## src/rtl/laser_emitter.sv

```systemverilog
// Tripwire laser driver: warm-up, then ON/OFF phases with a detector sample at each phase end.
// All outputs registered (one edge after the deciding sample); no backpressure, arm=0 clears everything.
module laser_emitter #(
  parameter int unsigned WARMUP_CYCLES = 5000000,
  parameter int unsigned ON_CYCLES     = 50000,
  parameter int unsigned OFF_CYCLES    = 50000,
  parameter int unsigned TRIP_COUNT    = 3
) (
  input  logic       clk,
  input  logic       rst_n,
  input  logic       arm,
  input  logic       beam_seen,
  output logic       laser_en,
  output logic       armed,
  output logic       tripped,
  output logic       fault,
  output logic       sample_strobe,
  output logic [3:0] miss_count
);

  localparam int unsigned MAX_WO  = (WARMUP_CYCLES > ON_CYCLES) ? WARMUP_CYCLES : ON_CYCLES;
  localparam int unsigned MAX_LEN = (MAX_WO > OFF_CYCLES) ? MAX_WO : OFF_CYCLES;
  localparam int unsigned CW      = $clog2(MAX_LEN + 1);

  typedef enum logic [2:0] {
    S_IDLE,
    S_WARMUP,
    S_ON,
    S_OFF,
    S_TRIPPED,
    S_FAULT
  } state_t;

  state_t        state_q, state_d;
  logic [CW-1:0] cnt_q, cnt_d;
  logic [3:0]    miss_q, miss_d;
  logic [3:0]    miss_inc;
  logic          laser_en_q, laser_en_d;
  logic          armed_q, armed_d;
  logic          tripped_q, tripped_d;
  logic          fault_q, fault_d;
  logic          strobe_q, strobe_d;

  assign miss_inc = (miss_q == 4'hF) ? 4'hF : miss_q + 4'd1;

  always_comb begin
    state_d  = state_q;
    cnt_d    = cnt_q + CW'(1);
    miss_d   = miss_q;
    strobe_d = 1'b0;

    case (state_q)
      S_IDLE: begin
        cnt_d = '0;
        if (arm) state_d = S_WARMUP;
      end
      S_WARMUP: begin
        if (cnt_q == CW'(WARMUP_CYCLES - 1)) begin
          state_d = S_ON;
          cnt_d   = '0;
        end
      end
      S_ON: begin
        if (cnt_q == CW'(ON_CYCLES - 1)) begin
          strobe_d = 1'b1;
          cnt_d    = '0;
          if (beam_seen) begin
            miss_d  = 4'd0;
            state_d = S_OFF;
          end else begin
            miss_d  = miss_inc;
            state_d = (miss_inc == 4'(TRIP_COUNT)) ? S_TRIPPED : S_OFF;
          end
        end
      end
      S_OFF: begin
        if (cnt_q == CW'(OFF_CYCLES - 1)) begin
          strobe_d = 1'b1;
          cnt_d    = '0;
          state_d  = beam_seen ? S_FAULT : S_ON;
        end
      end
      S_TRIPPED, S_FAULT: begin
        cnt_d = '0;
      end
      default: begin
        state_d = S_IDLE;
        cnt_d   = '0;
      end
    endcase

    // Disarm wins over any sample decided on the same edge.
    if (!arm) begin
      state_d  = S_IDLE;
      cnt_d    = '0;
      miss_d   = 4'd0;
      strobe_d = 1'b0;
    end
  end

  // Outputs are decoded from the next state so they change on the same edge as the state.
  always_comb begin
    laser_en_d = (state_d == S_WARMUP) || (state_d == S_ON) || (state_d == S_TRIPPED);
    armed_d    = (state_d != S_IDLE);
    tripped_d  = (state_d == S_TRIPPED);
    fault_d    = (state_d == S_FAULT);
  end

  always_ff @(posedge clk or negedge rst_n) begin
    if (!rst_n) begin
      state_q    <= S_IDLE;
      cnt_q      <= '0;
      miss_q     <= 4'd0;
      laser_en_q <= 1'b0;
      armed_q    <= 1'b0;
      tripped_q  <= 1'b0;
      fault_q    <= 1'b0;
      strobe_q   <= 1'b0;
    end else begin
      state_q    <= state_d;
      cnt_q      <= cnt_d;
      miss_q     <= miss_d;
      laser_en_q <= laser_en_d;
      armed_q    <= armed_d;
      tripped_q  <= tripped_d;
      fault_q    <= fault_d;
      strobe_q   <= strobe_d;
    end
  end

  assign laser_en      = laser_en_q;
  assign armed         = armed_q;
  assign tripped       = tripped_q;
  assign fault         = fault_q;
  assign sample_strobe = strobe_q;
  assign miss_count    = miss_q;

endmodule

```

## config.mk

```make
export PLATFORM = sky130hd
export DESIGN_NAME = laser_emitter
export DESIGN_NICKNAME = d
export VERILOG_FILES = /design/src/rtl/laser_emitter.sv
export SDC_FILE = /design/constraint.sdc
export NUM_CORES = 1
export LEC_CHECK = 0
export CORE_MARGIN = 4
export CORE_UTILIZATION = 58
export DETAILED_ROUTE_END_ITERATION = 16
export PLACE_DENSITY_LB_ADDON = 0.05
export SYNTH_ARGS = -nofsm -noshare
export SYNTH_HDL_FRONTEND = slang
export SYNTH_SLANG_ARGS = --single-unit
```

## constraint.sdc

```tcl
create_clock -name clk -period 2.6 [get_ports clk]
set_input_delay 0.52 -clock clk [delete_from_list [all_inputs] [get_ports clk]]
set_output_delay 0.52 -clock clk [all_outputs]
set_load 0.1 [all_outputs]
```

==> impl_metrics.tcl <==
set metrics [dict create \
    status "finished, final reports clean" \
    via_per_inst 5.75 \
    fillers 257 \
    synth_seq_area_share_pct 47.7 \
    clockBufferDepth 2 \
    nets 215 \
    power_frac_clock_pct 31.1 \
    first_iter_violations 189 \
    grt_max_degree 36 \
    layout_worst_path_cycle_share_pct 88.4 \
    clk_latency_ps 330 \
    clock_sinks 35 \
    cp.arrival_ps 2550 \
    setup_viol 0 \
    worst_pin_slew_ps 416 \
    maxCapViolCount 0 \
    drc_errors 0 \
    htreeDepth 2 \
    insertedDiodeCount 0 \
    ys_ff_latch 35 \
    max_freq_mhz 435 \
    synth_nets 199 \
    slew_headroom_pct 71.9 \
    drt-pass1-iter-count 4 \
    endpoint_kind "flop" \
    ys.flop_type "dfrtp_1" \
    dp.final_hpwl_microns 2500 \
    wl_per_cell_microns 14.0 \
    antenna_left 0 \
    grt_pass1_wl_microns 6290 \
    r2r_setup_slack_ps 300 \
    comb_power_share_pct 5.9 \
    cts_resized 0 \
    startpoint "cnt_q[5]" \
    via_count 1461 \
    antenna_found_initial 0 \
    synth_enable_flop_cells 0 \
    cts_tree "yes" \
    crit_required_ps 2850 \
    final.min_clock_period_ps 2300 \
    placeableCoreArea_sq_um 3030 \
    die_w_microns 64.2 \
    power_frac_seq_pct 63.0 \
    synthArstFlopShare_pct 100 \
    drive_above_1_share_pct 13.3 \
    p_leak_nw 0.915 \
    start_util_pct 60.6 \
    dieArea_sq_um 4130 \
    io_buffers 12 \
    power_switching_mw 0.210 \
    clk_pin_slew_ps 100 \
    numCtsBuffers 5 \
    netlist_instances 193 \
    final_cell_mix "36 x nor2_1, 35 x dfrtp_1, 16 x xor2_1" \
    critPathKind "reg2reg" \
    cts_setup_buffers 0 \
    internal-power_mw 0.667 \
    holdWs_ps 494 \
    synthToLayoutAreaGrowth_pct 11.2 \
    syn_avg_cell_area_sq_um 9.50 \
    yosys_warnings 0 \
    track_usage_pct 19.7 \
    finalClockSkew_ps 9.74 \
    first_global_vias 1418 \
    holdBufCountCts 0 \
    finalMaxSlewViolations 0 \
    gp_congestion 0.908 \
    r2r-start "cnt_q[5]" \
    powerDensity_nw_per_um2 430 \
    startpoint_type "flop" \
    routed_wl_microns 3550 \
    switching_share_pct 24.0 \
    tns_ps 0 \
    crit_fanout 6 \
    die_y_microns 64.2 \
    gr-total-overflow 0 \
    root_buffer "clkbuf_4" \
    hp-start "cnt_q[0]" \
    pin_count 13 \
    ir_drop_uv 319 \
    hp-class "reg2reg" \
    netlist_area_sq_um 1830 \
    rsz0062_at_grt "no" \
    hold_violations 0 \
    rows 20 \
    synth_cell_types 40 \
    layout_commonest_cell "nor2_1" \
]
worst max-delay path, stage by stage (launching register included):
cell and delay, ps:
dfrtp_1 450, or4b_1 510, or4_4 470, nor4_4 400, a41oi_1 170, a211oi_1 210
cell families (layout without fill, tap and decap cells):
logic type      after synthesis  in the layout  synth area share (%)
compound gates               20             20                  7.64
fa+ha+maj                     2              2                  1.36
flops                        35             35                  47.7
simple gates                 99             99                  28.9
xor+xnor                     22             22                  10.5
mux                           2              2                  1.09
buf+inv                      13             30                  2.73
power groups by stage:
stage | clock (mW) | combinational [mW] | sequential [mW]
floorplan | 0 | 0.0187 | 0.572
global placement | 0 | 0.0520 | 0.562
detailed placement | 0 | 0.0530 | 0.563
CTS | 0.285 | 0.0532 | 0.552
global route | 0.314 | 0.0578 | 0.553
finish | 0.273 | 0.0520 | 0.552
stage by stage:
stage	area [sq um]	worst slack, ps	utilization [%]	power [mW]	std cells
2_1_floorplan	1830	313	-	0.591	193
3_3_place_gp	1990	352	65.7	0.614	246
3_5_place_dp	1990	301	65.7	0.616	246
4_1_cts	2040	276	67.4	0.890	254
5_1_grt	2040	58.0	67.4	0.924	254
6_report	2040	301	67.4	0.877	254
cell usage after synthesis (4+ instances only):
cell / n / area, sq um
nor2_1: 36 / 135
dfrtp_1: 35 / 876
xor2_1: 16 / 140
nand2_1: 13 / 48.8
nand3_1: 13 / 65.1
and3_1: 8 / 50.1
clkbuf_1: 6 / 22.5
nand4_1: 6 / 37.5
xnor2_1: 6 / 52.6
a21oi_1: 5 / 25.0
inv_1: 5 / 18.8
nor3_1: 4 / 20.0
flip-flops by register name (all words and copies together), names as in the netlist:
| register | flops |
|---|---|
| armed | 1 |
| cnt_q | 23 |
| fault | 1 |
| laser_en | 1 |
| miss_count | 4 |
| sample_strobe | 1 |
| state_q | 3 |
| tripped | 1 |
area by class of cell:
type | instances | area [sq um] | share of cell area (%)
Sequential cell | 35 | 876 | 42.9
Multi-Input combinational cell | 145 | 908 | 44.5
Inverter | 6 | 22.5 | 1.10
Clock inverter | 1 | 5.00 | 0.245
Timing Repair Buffer | 16 | 128 | 6.26
Clock buffer | 7 | 45.0 | 2.21
Tap cell | 44 | 55.1 | 2.70
layer usage:
layer	wire, microns	global-route usage [%]
met1	1510	24.0
met2	1750	32.0
met3	233	6.33
met4	46	8.71
met5	0	0
path summary, 6_finish.rpt:
kind / depth (start not counted) / to
worst max-delay path: 5 / miss_count[3]
worst min-delay path: 1 / cnt_q[0]
worst max register to register: 5 / miss_count[3]
worst min register to register: 1 / cnt_q[0]
max in group asynchronous: 2 / cnt_q[14]
min in group asynchronous: 2 / miss_count[3]
Power figures use the tool's default switching activity.
